`config.mk`:
```
export PLATFORM = sky130hd
export DESIGN_NAME = reg_scoreboard
export DESIGN_NICKNAME = d
export VERILOG_FILES = /design/src/rtl/reg_scoreboard_pkg.sv /design/src/rtl/reg_scoreboard_sb_match.sv /design/src/rtl/reg_scoreboard.sv
export SDC_FILE = /design/constraint.sdc
export NUM_CORES = 1
export LEC_CHECK = 0
export CORE_MARGIN = 2
export CORE_UTILIZATION = 37
export DETAILED_ROUTE_END_ITERATION = 8
export PLACE_DENSITY_LB_ADDON = 0.25
export SLEW_MARGIN = 25
export SYNTH_ARGS = -nofsm -noshare
export SYNTH_HDL_FRONTEND = slang
export SYNTH_SLANG_ARGS = --single-unit
```
`constraint.sdc`:
```
create_clock -name clk_i -period 9.41 [get_ports clk_i]
set_input_delay 2.823 -clock clk_i [delete_from_list [all_inputs] [get_ports clk_i]]
set_output_delay 2.823 -clock clk_i [all_outputs]
set_load 0.05 [all_outputs]
```
`src/rtl/reg_scoreboard_pkg.sv`:
```
// -----------------------------------------------------------------------------
// reg_scoreboard_pkg
// Shared definitions for the register scoreboard:
//   REG_IDX_W            register-index width (5 -> x0..x31)
//   reg_idx_t            register-index type
//   REG_ZERO             index of the hard-wired zero register
//   MAX_OUTSTANDING_DEF  default number of simultaneously pending registers
//   idx_onehot()         decodes an index into a 32-bit one-hot vector
// -----------------------------------------------------------------------------
package reg_scoreboard_pkg;

    localparam int REG_IDX_W           = 5;
    localparam int NUM_REGS            = 32;
    localparam int MAX_OUTSTANDING_DEF = 4;

    typedef logic [REG_IDX_W-1:0] reg_idx_t;
    typedef logic [NUM_REGS-1:0]  reg_vec_t;

    localparam reg_idx_t REG_ZERO = '0;

    // One-hot decode of a register index, gated by an enable. x0 never
    // decodes to a set bit, so callers never need to special-case it.
    function automatic reg_vec_t idx_onehot(input reg_idx_t idx, input logic en);
        reg_vec_t v;
        v = '0;
        if (en && (idx != REG_ZERO)) begin
            v[idx] = 1'b1;
        end
        return v;
    endfunction

endpackage

```
`src/rtl/reg_scoreboard_sb_match.sv`:
```
// -----------------------------------------------------------------------------
// reg_scoreboard_sb_match
// Combinational lookup of one register index in the pending vector.
//   idx_i        register index to look up
//   use_i        the lookup is meaningful (source actually read / rd checked)
//   pend_i       pending vector, bit 0 always 0
//   wbk_valid_i  writeback retiring this cycle   (SCOREBOARD_BYPASS_EN only)
//   wbk_rd_i     retiring register index         (SCOREBOARD_BYPASS_EN only)
//   hit_o        index is pending (and not being retired when bypassed)
// Configuration macro: SCOREBOARD_BYPASS_EN -- when defined, a register being
// retired in the current cycle is treated as already free, relying on the
// register-file write-through path.
// -----------------------------------------------------------------------------
module reg_scoreboard_sb_match
    import reg_scoreboard_pkg::*;
(
    input  reg_idx_t idx_i,
    input  logic     use_i,
    input  reg_vec_t pend_i,
`ifdef SCOREBOARD_BYPASS_EN
    input  logic     wbk_valid_i,
    input  reg_idx_t wbk_rd_i,
`endif
    output logic     hit_o
);

    logic raw_hit;

    // x0 can never be pending; the explicit compare keeps that true even if
    // pend_i[0] were ever disturbed upstream.
    assign raw_hit = use_i && (idx_i != REG_ZERO) && pend_i[idx_i];

`ifdef SCOREBOARD_BYPASS_EN
    logic retiring;
    assign retiring = wbk_valid_i && (wbk_rd_i == idx_i);
    assign hit_o    = raw_hit && !retiring;
`else
    assign hit_o    = raw_hit;
`endif

endmodule

```
`src/rtl/reg_scoreboard.sv`:
```
// -----------------------------------------------------------------------------
// reg_scoreboard
// Tracks destination registers of in-flight long-latency instructions
// (loads, multi-cycle MUL/DIV) from issue out of Decode until Writeback
// retires them, and raises a Decode stall request on RAW/WAW/capacity hazards.
//
// Ports:
//   clk_i, rst_i                 clock, asynchronous active-high reset
//   dec_valid_i                  Decode holds a valid instruction
//   dec_rs1_i/_use_i             source 1 index / actually read
//   dec_rs2_i/_use_i             source 2 index / actually read
//   dec_rd_i                     destination index
//   dec_long_i                   instruction is long-latency
//   dec_issue_i                  instruction leaves Decode this cycle
//   flush2exe_i                  kill of the instruction now in Execute
//   flush_all_i                  system jump, kills everything in flight
//   wbk_valid_i, wbk_rd_i        long-latency retire port
//   is_load_hazard_o             combinational stall request
//   pending_o                    registered pending vector (bit 0 always 0)
//   count_o                      registered number of pending registers
//   full_o                       registered count_o == MAX_OUTSTANDING
//
// Configuration macro: SCOREBOARD_BYPASS_EN (see reg_scoreboard_sb_match).
// -----------------------------------------------------------------------------
module reg_scoreboard
    import reg_scoreboard_pkg::*;
#(
    parameter int MAX_OUTSTANDING = MAX_OUTSTANDING_DEF
)
(
    input  logic        clk_i,
    input  logic        rst_i,
    input  logic        dec_valid_i,
    input  logic [4:0]  dec_rs1_i,
    input  logic [4:0]  dec_rs2_i,
    input  logic        dec_rs1_use_i,
    input  logic        dec_rs2_use_i,
    input  logic [4:0]  dec_rd_i,
    input  logic        dec_long_i,
    input  logic        dec_issue_i,
    input  logic        flush2exe_i,
    input  logic        flush_all_i,
    input  logic        wbk_valid_i,
    input  logic [4:0]  wbk_rd_i,
    output logic        is_load_hazard_o,
    output logic [31:0] pending_o,
    output logic [4:0]  count_o,
    output logic        full_o
);

    localparam logic [4:0] MAX_CNT = 5'(MAX_OUTSTANDING);

    // ---------------------------------------------------------------------
    // State
    // ---------------------------------------------------------------------
    reg_vec_t   pend_q, pend_d;
    logic [4:0] count_q, count_d;
    logic       full_q, full_d;
    reg_idx_t   last_rd_q, last_rd_d;
    logic       last_vld_q, last_vld_d;

    // ---------------------------------------------------------------------
    // Event decode
    // ---------------------------------------------------------------------
    logic     set_en, ret_en, kill_en;
    logic     set_inc, kill_dec;
    reg_vec_t set_vec, ret_vec, kill_vec, clr_vec;

    assign set_en  = dec_issue_i && dec_long_i && (dec_rd_i != REG_ZERO);
    // Retiring a register that is not pending is a no-op.
    assign ret_en  = wbk_valid_i && (wbk_rd_i != REG_ZERO) && pend_q[wbk_rd_i];
    assign kill_en = flush2exe_i && last_vld_q && pend_q[last_rd_q];

    assign set_vec  = idx_onehot(dec_rd_i,  set_en);
    assign ret_vec  = idx_onehot(wbk_rd_i,  ret_en);
    assign kill_vec = idx_onehot(last_rd_q, kill_en);
    assign clr_vec  = ret_vec | kill_vec;

    // Count changes are derived per distinct bit so the count can never drift
    // from the population of pend_q:
    //  - a kill of the register also retiring this cycle is counted once;
    //  - a set only adds if the bit is not already pending after clears
    //    (a bypassed retire followed by re-issue of the same rd is net zero).
    assign kill_dec = kill_en && !(ret_en && (wbk_rd_i == last_rd_q));
    assign set_inc  = set_en && !(pend_q[dec_rd_i] && !clr_vec[dec_rd_i]);

    // ---------------------------------------------------------------------
    // Per-register next state; flush_all wins over every set/retire/kill.
    // ---------------------------------------------------------------------
    genvar gi;
    generate
        for (gi = 0; gi < NUM_REGS; gi++) begin : g_pend
            if (gi == 0) begin : g_zero
                assign pend_d[gi] = 1'b0;
            end else begin : g_reg
                assign pend_d[gi] = !flush_all_i &&
                                    ((pend_q[gi] && !clr_vec[gi]) || set_vec[gi]);
            end
        end
    endgenerate

    always_comb begin
        count_d    = count_q;
        last_rd_d  = last_rd_q;
        last_vld_d = 1'b0;

        if (flush_all_i) begin
            count_d    = '0;
            last_vld_d = 1'b0;
        end else begin
            count_d = count_q + 5'(set_inc) - 5'(ret_en) - 5'(kill_dec);
            if (set_en) begin
                last_rd_d  = dec_rd_i;
                last_vld_d = 1'b1;
            end
        end

        full_d = (count_d == MAX_CNT);
    end

    always_ff @(posedge clk_i or posedge rst_i) begin
        if (rst_i) begin
            pend_q     <= '0;
            count_q    <= '0;
            full_q     <= 1'b0;
            last_rd_q  <= REG_ZERO;
            last_vld_q <= 1'b0;
        end else begin
            pend_q     <= pend_d;
            count_q    <= count_d;
            full_q     <= full_d;
            last_rd_q  <= last_rd_d;
            last_vld_q <= last_vld_d;
        end
    end

    // ---------------------------------------------------------------------
    // Hazard detection
    // ---------------------------------------------------------------------
    logic hit_rs1, hit_rs2, hit_rd;

    reg_scoreboard_sb_match u_match_rs1 (
        .idx_i       (dec_rs1_i),
        .use_i       (dec_rs1_use_i),
        .pend_i      (pend_q),
`ifdef SCOREBOARD_BYPASS_EN
        .wbk_valid_i (wbk_valid_i),
        .wbk_rd_i    (wbk_rd_i),
`endif
        .hit_o       (hit_rs1)
    );

    reg_scoreboard_sb_match u_match_rs2 (
        .idx_i       (dec_rs2_i),
        .use_i       (dec_rs2_use_i),
        .pend_i      (pend_q),
`ifdef SCOREBOARD_BYPASS_EN
        .wbk_valid_i (wbk_valid_i),
        .wbk_rd_i    (wbk_rd_i),
`endif
        .hit_o       (hit_rs2)
    );

    // WAW: rd is always checked; x0 is filtered inside the matcher.
    reg_scoreboard_sb_match u_match_rd (
        .idx_i       (dec_rd_i),
        .use_i       (1'b1),
        .pend_i      (pend_q),
`ifdef SCOREBOARD_BYPASS_EN
        .wbk_valid_i (wbk_valid_i),
        .wbk_rd_i    (wbk_rd_i),
`endif
        .hit_o       (hit_rd)
    );

    assign is_load_hazard_o = dec_valid_i &&
                              (hit_rs1 || hit_rs2 || hit_rd || (dec_long_i && full_q));

    assign pending_o = pend_q;
    assign count_o   = count_q;
    assign full_o    = full_q;

endmodule

```
# --- Word level (Yosys, flattened, before mapping) ---
# Index checks and enable logic that the tools add are counted.
word_totals:
  ff_bits: 43
  inputBits: 30
  elab_cells: 204
op_classes:
  add_sub_neg: 3
  magnitude_cmp: 8
  n_eq_ne: 2
  n_mux: 24
  bitwise: 2
  n_reduce_logical: 160
ops:
  columns: ["op", "count"]
  rows:
  - ["32-bit 2-to-1 mux", 3]
  - ["1-bit logical AND", 85]
  - ["1-bit logical NOT", 35]
  - ["1-bit logical OR", 34]
  - ["32-bit bitwise OR", 1]
  - ["1-bit binary-select mux with 5-bit select", 6]
  - ["5-bit by 6-bit < comparator with 1-bit output (second input constant)", 5]
  - ["5-bit nonzero test", 5]
  - ["1-bit demux with 5-bit select", 3]
  - ["5-bit by 1-bit >= comparator with 1-bit output (second input constant)", 3]
  - ["1-bit 2-to-1 mux", 11]
  - ["5-bit by 1-bit subtractor with 5-bit output", 2]
  - ["5-bit by 1-bit adder with 5-bit output", 1]
  - ["5-bit by 3-bit equality test with 1-bit output (second input constant)", 1]
  - ["5-bit equality test", 1]
  - ["5-bit 2-to-1 mux", 1]
  - ["2-bit AND reduction", 1]
  - ["1-bit inverter", 1]

# --- Depth between registers and ports, before layout ---
# Gate-level depths: netlist of the first run.
logic_depth:
  ltp_word: 17
  depth_mapped: 20

# --- Cells and area by module ---
# From an unflattened synthesis of the first run, not the netlist that was laid out.
hier_totals:
  hier_cells: 512
  area_unflattened_um2: 4803.4
by_module_without_submodules:
  columns: ["module", "instances", "cells_each", "area_each_um2", "seq_area_each_um2"]
  rows:
  - ["reg_scoreboard", 1, 442, 3885.0, 1076.0]
  - ["reg_scoreboard_sb_match at u_match_rs1 ...", 2, 23, 309.0, 0.0]
  - ["reg_scoreboard_sb_match at u_match_rd", 1, 24, 300.3, 0.0]

# --- Worst setup path after synthesis of the first run ---
# OpenSTA, ideal clock, no wires.
synth_path:
  path_type: "input to output"
  from: "input dec_rs2_i[0]"
  to: "output is_load_hazard_o"
  arrival_time_ps: 5228
  required_time_ps: 6587
  setup_slack_ps: 1359
  cell_stages: 6
  n_path_buf: 1
  path_cell_list: "clkbuf_1 > mux4_2 > mux4_2 > mux2_2 > a221oi_1 > a21boi_0"
synth_via:
  elab_chain_len: 7
synth_lines:
  columns: ["element", "line", "rtl"]
  rows:
  - ["from (decl)", "reg_scoreboard.sv:35", "input logic [4:0] dec_rs2_i,"]
  - ["1-bit binary-select mux with 5-bit select or 5-bit nonzero test (tied branches)", "reg_scoreboard_sb_match.sv:31", "assign raw_hit = use_i && (idx_i != REG_ZERO) && pend_i[idx_i];"]
  - ["1-bit 2-to-1 mux (not written as such) or 1-bit logical AND (tied branches)", "reg_scoreboard_sb_match.sv:31", null]
  - ["1-bit logical AND (*)", "reg_scoreboard_sb_match.sv:31", null]
  - ["1-bit logical OR (*) (3 in series)", "reg_scoreboard.sv:177", "(hit_rs1 || hit_rs2 || hit_rd || (dec_long_i && full_q));"]
  - ["1-bit logical AND (*)", "reg_scoreboard.sv:176", "assign is_load_hazard_o = dec_valid_i &&"]
  - ["to (decl)", "reg_scoreboard.sv:45", "output logic is_load_hazard_o,"]
# Every way passes the cells marked *; elsewhere a longest branch is shown, timed or not. The select of a mux whose other input is x is not followed.

# --- Worst setup path in the final report of the first run ---
# Same ends and word-level chain as after synthesis.

==> results of run 1 <==
## layer usage
| metal | GRT usage | share of wire | vias up |
|---|---|---|---|
| met2 | 0.4345 | 0.43 | 373 |
| met4 | 0.1276 | 0.044 | 0 |
| li1 | - | - | 2032 |
| met3 | 0.07570 | 0.11 | 67 |
| met5 | 0 | 0 | - |
| met1 | 0.4280 | 0.42 | 2261 |
## worst paths after layout
path	startpoint	to	slack, ns	cells past startpoint
setup / recovery	dec_rs2_i[0]	is_load_hazard_o	0.56	7
hold / removal	count_o[4]	count_o[4]	0.68	3
setup reg to reg	last_rd_q[1]	full_o	4.03	15
hold reg to reg	count_o[4]	count_o[4]	0.68	3
max in group asynchronous	rst_i	pending_o[30]	6.04	3
min in group asynchronous	rst_i	pending_o[19]	2.97	3
## sequential cells by signal (all words and copies together), names as in the netlist
name and count:
last_vld_q 1, full_o 1, count_o 5, pending_o 31
last_rd_q 5
## per-stage QoR
step                hold slack (ns)  instances
global placement             0.6451        700
CTS                          0.6894        707
floorplan                    0.7969        512
finish                       0.6820        707
global route                 0.7226        707
detailed placement           0.6737        700
## cell families (layout without fill, tap and decap cells)
group / Yosys count / after routing
AOI/OAI and AO/OA: 124 / 124
xor gates and xnor gates: 8 / 8
adders and majority gates: 7 / 7
buffers and inverters: 66 / 114
DFF: 43 / 43
muxes: 54 / 54
other: 1 / 1
and+or+nand+nor: 209 / 209
## critical path: stages
cell and delay (ns):
clkdlybuf4s50_1 0.78, mux4_2 0.56, mux4_2 0.47, mux2_2 0.27, a221oi_1 0.26, a21boi_0 0.14
clkdlybuf4s50_1 0.71
## final cells by class
cell class                      instances  area share
Tap cell                              147     0.03413
Clock inverter                          2    0.002554
Clock buffer                            5     0.02322
Sequential cell                        43      0.1997
Timing Repair Buffer                   79      0.1412
Multi-Input combinational cell        403      0.5798
Inverter                               28     0.01950
## cell usage after synthesis (6+ instances only)
| library cell | number |
|---|---|
| a22oi_1 | 25 |
| buf_2 | 9 |
| nand3_1 | 15 |
| a221oi_1 | 6 |
| mux2_2 | 16 |
| inv_1 | 28 |
| o21ai_0 | 9 |
| nor2b_1 | 10 |
| nand2_1 | 41 |
| a21oi_1 | 19 |
| and2_1 | 9 |
| ha_1 | 6 |
| nor3_1 | 12 |
| dfrtp_1 | 43 |
| mux4_2 | 31 |
| a32oi_1 | 6 |
| and3_1 | 8 |
| nor2_1 | 74 |
| o31ai_1 | 6 |
| clkbuf_1 | 21 |
## power by group through the flow
stage	Clock, uW	Sequential [uW]	Combinational [uW]
finish	175	215	158
global route	183	216	167
CTS	176	214	155
detailed placement	0	217	154
global placement	0	217	154
floorplan	0	212	107
==> summary.txt, run 1 <==
Layout
  – Post-layout util: 0.4524
  – Most frequent cells in the layout: nor2_1, clkdlybuf4s50_1, dfrtp_1
  – Area of the multi-input gates: 3124 um^2
  – Commonest non-fill, non-tap cell in the layout: nor2_1
  – Fin area: approximately 5400 um^2
  – Nets@finish: 597
  – Area delta synth->final: 19.87%
  – Fill cells: roughly 1,200
  – Number of diodes: 0
  – Register area: 1076 um^2
  – Proportion of layout cells with a drive suffix above 1: 0.1464

Clock tree
  – Clk sink count: between 40 and 50
  – CTS Buf Count: 5
  – CTS tree: done
  – CTS Hold Buffers Added: 0
  – Skew-Pair Late Insertion Delay: 0.30 ns
  – # Post-CTS Setup Buffers: 0
  – Post-CTS resize count: 0
  – Root buf cell: clkbuf_16
  – Clk slew on worst S/H paths: approximately 0.060 ns
  – Maximum clock path buffer count: 2
  – H-tree depth: 2

Yosys
  – Synth Area in XOR/XNOR: 0.01559
  – Cells after synthesis: 512
  – Multiplexer area fraction after synthesis: 0.2157
  – EDFF count, synth: 0
  – Post-synth top area share: 0.2394
  – Seq/Total Area, Yosys: 0.2394
  – Synth area leaders: dfrtp_1, mux4_2, nor2_1
  – Yosys warnings: 0
  – #FFs+latches synth: 43
  – Synth area leader: dfrtp_1
  – Post-Synth Simple-Gate Area: 0.2293
  – Asr flop ratio synth: 1.000
  – Mean Syn Cell Area: 8.780 um^2
  – Main synth FF type: dfrtp_1
  – Post-synth net total: 549
  – Adder-cell share of the synthesized area: 0.02115
  – Distinct cells, synth: 72
  – Synth Area in Compound Gates: 0.2112
  – Largest family of logic cells by synthesized area: simple AND/OR/NAND/NOR gates
  – Cell Area, Synth: 4496 um^2

STA
  – Worst rel slew slack: 0.3005
  – Setup TNS: 0 ns
  – Final worst setup slack: 0.5637 ns
  – Pins over their slew limit: 0
  – Minimum clock period: just under 9 ns
  – Achievable Freq: 0.1130 GHz
  – RSZ-0062 raised after global routing: no
  – Part of the cycle the worst path needs: 0.9401
  – Final hold violations: 0
  – Worst Skew: 0.01239 ns
  – Worst slew pin tran: 1.045 ns
  – Final Setup Violations: 0

Power
  – Combinational power share: 0.288
  – Power Internal: approximately 350 uW
  – Sequential share of power: 0.392
  – Sw frac: 0.3580
  – Psw: 196.0 uW
  – Part of the power in the clock network: 0.320
  – Leakage Power: 0.001991 uW
  – Peak supply drop: roughly 86 uV
  – Pwr Total: ~550 uW
  – Pwr Density: roughly 100 nW/um^2

Global routing
  – Largest net degree at the start of global routing: 44
  – Tot GR Track Use: 0.3010
  – Initial antenna violation count: 0
  – First-pass GRT wire length: between 20,000 and 30,000 um
  – GR Overflow Total: 0
  – Vias in the first global route: 4,712

Placement
  – Post-DP HPWL: 14,310 um
  – Placement Cell Area: 5245 um^2
  – Port buffer count: between 60 and 70
  – Setup Slack @ Placement: 0.5521 ns
  – RePlAce Congestion: 1.052

Setup path
  – Critical Path Start Type: input pin
  – Crit. End Element: primary output
  – Worst endpoint required time: 6.59 ns
  – Kind of critical path: in -> out
  – WP data arrival: between 6 and 7 ns
  – Max Fanout on Critical Path: 9

Routing
  – DRC: 0
  – Via/cell ratio: 6.694
  – Post-Route WL: 19,090 um
  – DR WL/cell: 27.00 um
  – Residual antenna-violating net count after detailed routing: 0
  – Number of iterations in the first detailed-routing pass: 6
  – DR vias: 4,733
  – DRT iter0 DRCs: 696

Floorplanning
  – Core Area: approximately 12,000 um^2
  – IO Pins: 69
  – Die Wd: 114.2 um
  – Die area: 13,050 um^2
  – Die height: 114.2 um
  – # rows: 40
  – Starting density of the core: 0.3774

Job
  – Max-Cap Viols: 0

Run status
  – Status: finished clean

Worst hold path
  – Min-delay worst type: reg -> reg
No activity file was read; power rests on OpenSTA's default activity.
==> inputs of run 2 (changes only) <==
--- a/config.mk
+++ b/config.mk
@@ -6,7 +6,7 @@
 export NUM_CORES = 1
 export LEC_CHECK = 0
 export CORE_MARGIN = 2
-export CORE_UTILIZATION = 37
+export CORE_UTILIZATION = 45
 export DETAILED_ROUTE_END_ITERATION = 8
 export PLACE_DENSITY_LB_ADDON = 0.25
 export SLEW_MARGIN = 25
==> constraint.sdc (replaced) <==
create_clock -name clk_i -period 9.55 [get_ports clk_i]
set_input_delay 2.865 -clock clk_i [delete_from_list [all_inputs] [get_ports clk_i]]
set_output_delay 2.865 -clock clk_i [all_outputs]
set_load 0.05 [all_outputs]
==> run 2 against run 1 <==
  * Largest cell class unchanged
  * Worst setup slack gained 0.096 ns
  * Critical path type unchanged
  * Sequential power is essentially flat
  * Clock skew grew 0.0020 ns
  * Die area shrank 17%
  * Flip-flop and latch count is the same
  * Register-to-register slack lost 0.07 ns
  * Critical path depth is the same
  * Sequential share of layout area grew 0.14 points
  * Final area shrank 0.70%
  * Global-route usage grew 4.8 points
  * Wire length shrank 1.1%
  * Cell count shrank 1.7%
==> summary.txt, run 2 (synthesis results as in run 1) <==
Global routing
  – Met1 usage: 0.4866 (was 0.4280)
  – GR Overflow Total: 0 (unchanged)
  – First-pass GRT wire length: 28,860 um (was 29,250 um)
  – Tot GR Track Use: 0.3489 (was 0.3010)
  – Grt met2 use: 0.5352 (was 0.4345)
  – Top Usage Layer GRT: met2 (unchanged)
  – Initial antenna violation count: 0 (unchanged)
  – Largest net degree at the start of global routing: 44 (unchanged)
  – Vias in the first global route: 4,693 (was 4,712)
  – Grt met3 use: 0.06767 (was 0.07570)

Setup path
  – Slowest stage cell, crit path: clkdlybuf4s50_1 (unchanged)
  – Max Fanout on Critical Path: 9 (unchanged)
  – Crit. End Element: primary output (unchanged)
  – Critical Path Start Type: input pin (unchanged)
  – Kind of critical path: in -> out (unchanged)
  – CP cell instances: clkdlybuf4s50_1, mux4_2, mux4_2, mux2_2, a221oi_1, a21boi_0, clkdlybuf4s50_1 (unchanged)
  – Crit path largest cell delay: 0.77 ns (was 0.78 ns)
  – Worst endpoint required time: 6.69 ns (was 6.59 ns)
  – WP data arrival: 6.02 ns (about the same)

Routing
  – Via/cell ratio: 6.896 (was 6.694)
  – DR WL/cell: 27.16 um (was 27.00 um)
  – Number of iterations in the first detailed-routing pass: 5 (was 6)
  – Post-Route WL: 18,880 um (was 19,090 um)
  – Residual antenna-violating net count after detailed routing: 0 (unchanged)
  – DR vias: 4,793 (was 4,733)
  – DRC: 0 (unchanged)
  – DRT iter0 DRCs: 635 (was 696)

Placement
  – RePlAce Congestion: 1.029 (was 1.052)
  – Post-DP HPWL: 14,080 um (was 14,310 um)
  – Cell Count Post-Placement: 687 (was 700)
  – Port buffer count: 67 (unchanged)
  – Placement Cell Area: 5236 um^2 (was 5245 um^2)

STA
  – Pins over their slew limit: 0 (unchanged)
  – Setup TNS: 0 ns (unchanged)
  – Worst Skew: 0.01439 ns (was 0.01239 ns)
  – Worst slew pin tran: 1.046 ns (was 1.045 ns)
  – Final hold violations: 0 (unchanged)
  – Part of the cycle the worst path needs: 0.9309
  – Worst rel slew slack: 0.2999 (was 0.3005)
  – Achievable Freq: 0.1125 GHz
  – Final Setup Violations: 0 (unchanged)
  – Hold WS: 0.6834 ns (was 0.6820 ns)
  – Minimum clock period: between 8 and 9 ns
  – RSZ-0062 raised after global routing: no (unchanged)

Layout
  – Commonest non-fill, non-tap cell in the layout: nor2_1 (unchanged)
  – Fill cells: 941 (was 1,198)
  – Fin cells: 695 (was 707)
  – Proportion of layout cells with a drive suffix above 1: 0.1477 (was 0.1464)
  – Max reg flops: 31 (unchanged)
  – Area of the multi-input gates: 3120 um^2 (was 3124 um^2)
  – Most frequent cells in the layout: nor2_1, clkdlybuf4s50_1, dfrtp_1 (unchanged)
  – Fin area: 5351 um^2 (was 5389 um^2)
  – Number of diodes: 0 (unchanged)
  – Register area: 1076 um^2 (unchanged)
  – Area delta synth->final: 19.04% (was 19.87%)
  – Nets@finish: 598 (was 597)

Clock tree
  – CTS Buf Count: 5 (unchanged)
  – CTS tree: done (unchanged)
  – Post-CTS resize count: 0 (unchanged)
  – Maximum clock path buffer count: 2 (unchanged)
  – # Post-CTS Setup Buffers: 0 (unchanged)
  – Clk slew on worst S/H paths: 0.10 ns (was 0.06 ns)
  – H-tree depth: 2 (unchanged)
  – CTS Hold Buffers Added: 0 (unchanged)
  – Clk sink count: 43 (unchanged)
  – Root buf cell: clkbuf_8 (was clkbuf_16)
  – Skew-Pair Late Insertion Delay: 0.31 ns (was 0.30 ns)

Floorplanning
  – Die height: 104.0 um (was 114.2 um)
  – Die area: 10,810 um^2 (was 13,050 um^2)
  – Core Area: 9729 um^2 (was 11,910 um^2)
  – # rows: 36 (was 40)
  – Starting density of the core: 0.4621 (was 0.3774)
  – IO Pins: 69 (unchanged)
  – Die Wd: 104.0 um (was 114.2 um)

Power
  – Pwr Density: 97.61 nW/um^2 (was 101.6 nW/um^2)
  – Leakage Power: 0.001981 uW (was 0.001991 uW)
  – Peak supply drop: 69.77 uV (was 86.12 uV)

Worst hold path
  – Min-delay worst type: reg -> reg (unchanged)

Job
  – Max-Cap Viols: 0 (unchanged)

Run status
  – Status: finished clean (unchanged)
==> run 2: critical path, delay by kind of cell <==
kind	cells	cell delay, ns
buf+inv	2	1.48
compound gates	2	0.36
mux	3	1.30
==> run 2: worst paths after layout <==
| path | depth (start not counted) | endpoint | start | slack [ns] |
|---|---|---|---|---|
| worst max-delay path | 7 | is_load_hazard_o | dec_rs2_i[0] | 0.66 |
| worst min-delay path | 3 | count_o[4] | count_o[4] | 0.68 |
| worst max register to register | 15 | full_o | last_rd_q[0] | 3.96 |
| worst min register to register | 3 | count_o[4] | count_o[4] | 0.68 |
| max in group asynchronous | 3 | count_o[1] | rst_i | 6.17 |
| min in group asynchronous | 3 | pending_o[12] | rst_i | 3.00 |
==> run 2: power breakdown <==
| group | internal, uW | switching (uW) |
|---|---|---|
| sequential | 189 | 26.8 |
| clock | 79.0 | 75.0 |
| combinational | 60.9 | 91.8 |
| total | 329 | 194 |
==> run 2: per-stage QoR <==
| stage | util | setup slack (ns) | total power (uW) |
|---|---|---|---|
| finish | 0.5500 | 0.6601 | 522.4 |
| global route | 0.5500 | 0.5078 | 543.1 |
| CTS | 0.5500 | 0.6456 | 519.6 |
| detailed placement | 0.5382 | 0.6255 | 367.9 |
| global placement | 0.5381 | 0.6838 | 367.6 |
| floorplan | - | 1.415 | 314.5 |
==> run 2: final cells by class <==
type                            count  share of cell area
Tap cell                          133             0.03110
Clock inverter                      3            0.008651
Multi-Input combinational cell    403              0.5831
Sequential cell                    43              0.2011
Inverter                           28             0.01964
Timing Repair Buffer               80              0.1436
Clock buffer                        5             0.01286
==> run 2: routing by layer <==
layer  share of wire  vias to the layer above
li1                -                     2040
met1            0.40                     2323
met2            0.44                      358
met3            0.11                       72
met4           0.046                        0
met5               0                        -
==> inputs of run 3 (changes only) <==
--- a/config.mk
+++ b/config.mk
@@ -5,8 +5,10 @@
 export SDC_FILE = /design/constraint.sdc
 export NUM_CORES = 1
 export LEC_CHECK = 0
+export CELL_PAD_IN_SITES_DETAIL_PLACEMENT = 2
+export CELL_PAD_IN_SITES_GLOBAL_PLACEMENT = 2
 export CORE_MARGIN = 2
-export CORE_UTILIZATION = 45
+export CORE_UTILIZATION = 34
 export DETAILED_ROUTE_END_ITERATION = 8
 export PLACE_DENSITY_LB_ADDON = 0.25
 export SLEW_MARGIN = 25
==> run 3 against run 2 <==
  * Global-route usage fell by 2.7 points
  * Die area rose by 31%
  * Clock skew fell by 0.0081 ns
  * Fmax fell by 1.1%
  * Sequential share of layout area fell by 0.47 points
  * Register-to-register slack got worse by 0.11 ns
  * Wire length rose by 18%
  * Worst hold slack improved by 0.055 ns
  * Worst setup slack got worse by 0.096 ns
==> summary.txt, run 3 (synthesis results as in run 1) <==
STA
  – Hold WS: 0.7381 ns (was 0.6834 ns)
  – Worst Skew: 0.006265 ns (was 0.01439 ns)
  – Minimum clock period: 8.985 ns (was 8.890 ns)
  – Achievable Freq: 0.1113 GHz (was 0.1125 GHz)
  – Final Setup Violations: 0 (unchanged)
  – RSZ-0062 raised after global routing: no (unchanged)
  – Final hold violations: 0 (unchanged)
  – Setup TNS: 0 ns (unchanged)
  – Worst rel slew slack: 0.3516 (was 0.2999)
  – Part of the cycle the worst path needs: 0.9409 (was 0.9309)
  – Pins over their slew limit: 0 (unchanged)
  – Worst slew pin tran: 0.9726 ns (was 1.046 ns)

Floorplanning
  – IO Pins: 69 (unchanged)
  – Die area: 14,160 um^2 (was 10,810 um^2)
  – Die Wd: 119.0 um (was 104.0 um)
  – # rows: 42 (was 36)
  – Starting density of the core: 0.3436 (was 0.4621)
  – Core Area: 13,090 um^2 (was 9729 um^2)
  – Die height: 119.0 um (was 104.0 um)

Setup path
  – FF-to-FF Start: last_rd_q[0] (unchanged)
  – CP endpoint: is_load_hazard_o (unchanged)
  – R2r worst-path depth: 15 (unchanged)
  – Crit. End Element: primary output (unchanged)
  – WP data arrival: 6.12 ns (was 6.02 ns)
  – Critical Path Start Type: input pin (unchanged)
  – Max Fanout on Critical Path: 16 (was 9)
  – Kind of critical path: in -> out (unchanged)
  – Worst reg2reg setup slack: 3.85 ns (was 3.96 ns)
  – RR Endpoint: full_o (unchanged)
  – CP startpoint: dec_rd_i[1] (was dec_rs2_i[0])
  – Worst endpoint required time: 6.69 ns (about the same)

Routing
  – Residual antenna-violating net count after detailed routing: 0 (unchanged)
  – Post-Route WL: 22,310 um (was 18,880 um)
  – Number of iterations in the first detailed-routing pass: 5 (unchanged)
  – Via/cell ratio: 6.589 (was 6.896)
  – DRT iter0 DRCs: 473 (was 635)
  – DR WL/cell: 30.23 um (was 27.16 um)
  – DRC: 0 (unchanged)
  – DR vias: 4,863 (was 4,793)

Clock tree
  – CTS Buf Count: 5 (unchanged)
  – Maximum clock path buffer count: 2 (unchanged)
  – CTS tree: done (unchanged)
  – CTS Hold Buffers Added: 0 (unchanged)
  – Clk sink count: 43 (unchanged)
  – # Post-CTS Setup Buffers: 0 (unchanged)
  – Root buf cell: clkbuf_16 (was clkbuf_8)
  – Skew-Pair Late Insertion Delay: 0.30 ns (was 0.31 ns)
  – Post-CTS resize count: 0 (unchanged)
  – H-tree depth: 2 (unchanged)
  – Clk slew on worst S/H paths: 0.06 ns (was 0.10 ns)

Global routing
  – Largest net degree at the start of global routing: 44 (unchanged)
  – First-pass GRT wire length: 33,720 um (was 28,860 um)
  – Vias in the first global route: 5,136 (was 4,693)
  – Initial antenna violation count: 0 (unchanged)
  – GR Overflow Total: 0 (unchanged)
  – Tot GR Track Use: 0.3218 (was 0.3489)

Layout
  – Number of diodes: 0 (unchanged)
  – Proportion of layout cells with a drive suffix above 1: 0.1477 (unchanged)
  – Nets@finish: 598 (unchanged)
  – Area delta synth->final: 21.90% (was 19.04%)
  – Max reg flops: 31 (unchanged)
  – Commonest non-fill, non-tap cell in the layout: nor2_1 (unchanged)
  – Fill cells: 1,462 (was 941)
  – Most frequent cells in the layout: nor2_1, clkdlybuf4s50_1, dfrtp_1 (unchanged)

Power
  – Sw frac: 0.3377 (was 0.3705)
  – Peak supply drop: 63.74 uV (was 69.77 uV)
  – Psw: 204.2 uW (was 193.6 uW)
  – Power Internal: 400.6 uW (was 328.8 uW)
  – Leakage Power: 0.002016 uW (was 0.001981 uW)
  – Pwr Density: 110.4 nW/um^2 (was 97.61 nW/um^2)
  – Sequential share of power: 0.363 (was 0.413)
  – Part of the power in the clock network: 0.379 (was 0.295)
  – Combinational power share: 0.258 (was 0.292)

Placement
  – RePlAce Congestion: 0.9649 (was 1.029)
  – Port buffer count: 67 (unchanged)
  – Post-DP HPWL: 16,740 um (was 14,080 um)

Run status
  – Status: finished clean (unchanged)

Job
  – Max-Cap Viols: 0 (unchanged)

Worst hold path
  – Hold_sp: count_o[4] (unchanged)
  – Min-delay worst type: reg -> reg (unchanged)
==> run 3: cell types whose count changed in the layout (fill, tap and decap cells not counted), sizes merged <==
| cell | change |
|---|---|
| inv | -1 |
| bufinv | +1 |
| clkbuf | +1 |
| clkinvlp | -1 |
==> run 3: critical path: stages <==
cell and delay, ns:
clkdlybuf4s50_1 0.89, mux4_2 0.41, a22o_1 0.24, a2111oi_0 0.45
a31oi_1 0.18, a221oi_1 0.24, a21boi_0 0.13, clkdlybuf4s50_1 0.71
==> run 3: worst min path at each step <==
| stage | end | slack (ns) | depth (start not counted) |
|---|---|---|---|
| after floorplan | pending_o[2] | 0.80 | 5 |
| after global placement | count_o[4] | 0.65 | 3 |
| after detailed placement | count_o[4] | 0.72 | 3 |
| after CTS | count_o[4] | 0.74 | 3 |
| after global routing | pending_o[5] | 0.78 | 2 |
| final | count_o[4] | 0.74 | 3 |
==> run 3: power groups by stage <==
stage | Sequential, uW | Combinational, uW | Clock (uW)
2_1_floorplan | 209 | 105 | 0
3_3_place_gp | 222 | 149 | 0
3_5_place_dp | 222 | 154 | 0
4_1_cts | 219 | 155 | 233
5_1_grt | 221 | 167 | 240
6_report | 220 | 156 | 229
==> run 3: final cells by class <==
| cell class | count | area (um^2) | share of cell area |
|---|---|---|---|
| tap | 176 | 220.2 | 0.04018 |
| inverter | 28 | 105.1 | 0.01918 |
| clock inverter | 2 | 60.06 | 0.01096 |
| multi-input combinational | 403 | 3122 | 0.5696 |
| clock buffer | 6 | 128.9 | 0.02352 |
| timing repair buffer | 80 | 768.2 | 0.1402 |
| sequential | 43 | 1076 | 0.1963 |
==> run 3: per-stage QoR <==
step / total power, uW / worst slack, ns / area [um^2] / utilization / std cells
floorplan: 314.5 / 1.415 / 4496 / - / 512
global placement: 370.8 / 0.6384 / 5289 / 0.4042 / 730
detailed placement: 375.8 / 0.5392 / 5291 / 0.4044 / 730
CTS: 606.5 / 0.5464 / 5480 / 0.4188 / 738
global route: 627.9 / 0.4335 / 5480 / 0.4188 / 738
finish: 604.9 / 0.5645 / 5480 / 0.4188 / 738
==> run 3: metal layers <==
| layer | vias to the layer above | wire [um] | global-route usage |
|---|---|---|---|
| li1 | 2032 | - | - |
| met1 | 2534 | 9602 | 0.4318 |
| met2 | 239 | 10560 | 0.5313 |
| met3 | 58 | 1461 | 0.05316 |
| met4 | 0 | 686 | 0.09896 |
| met5 | - | 0 | 0 |
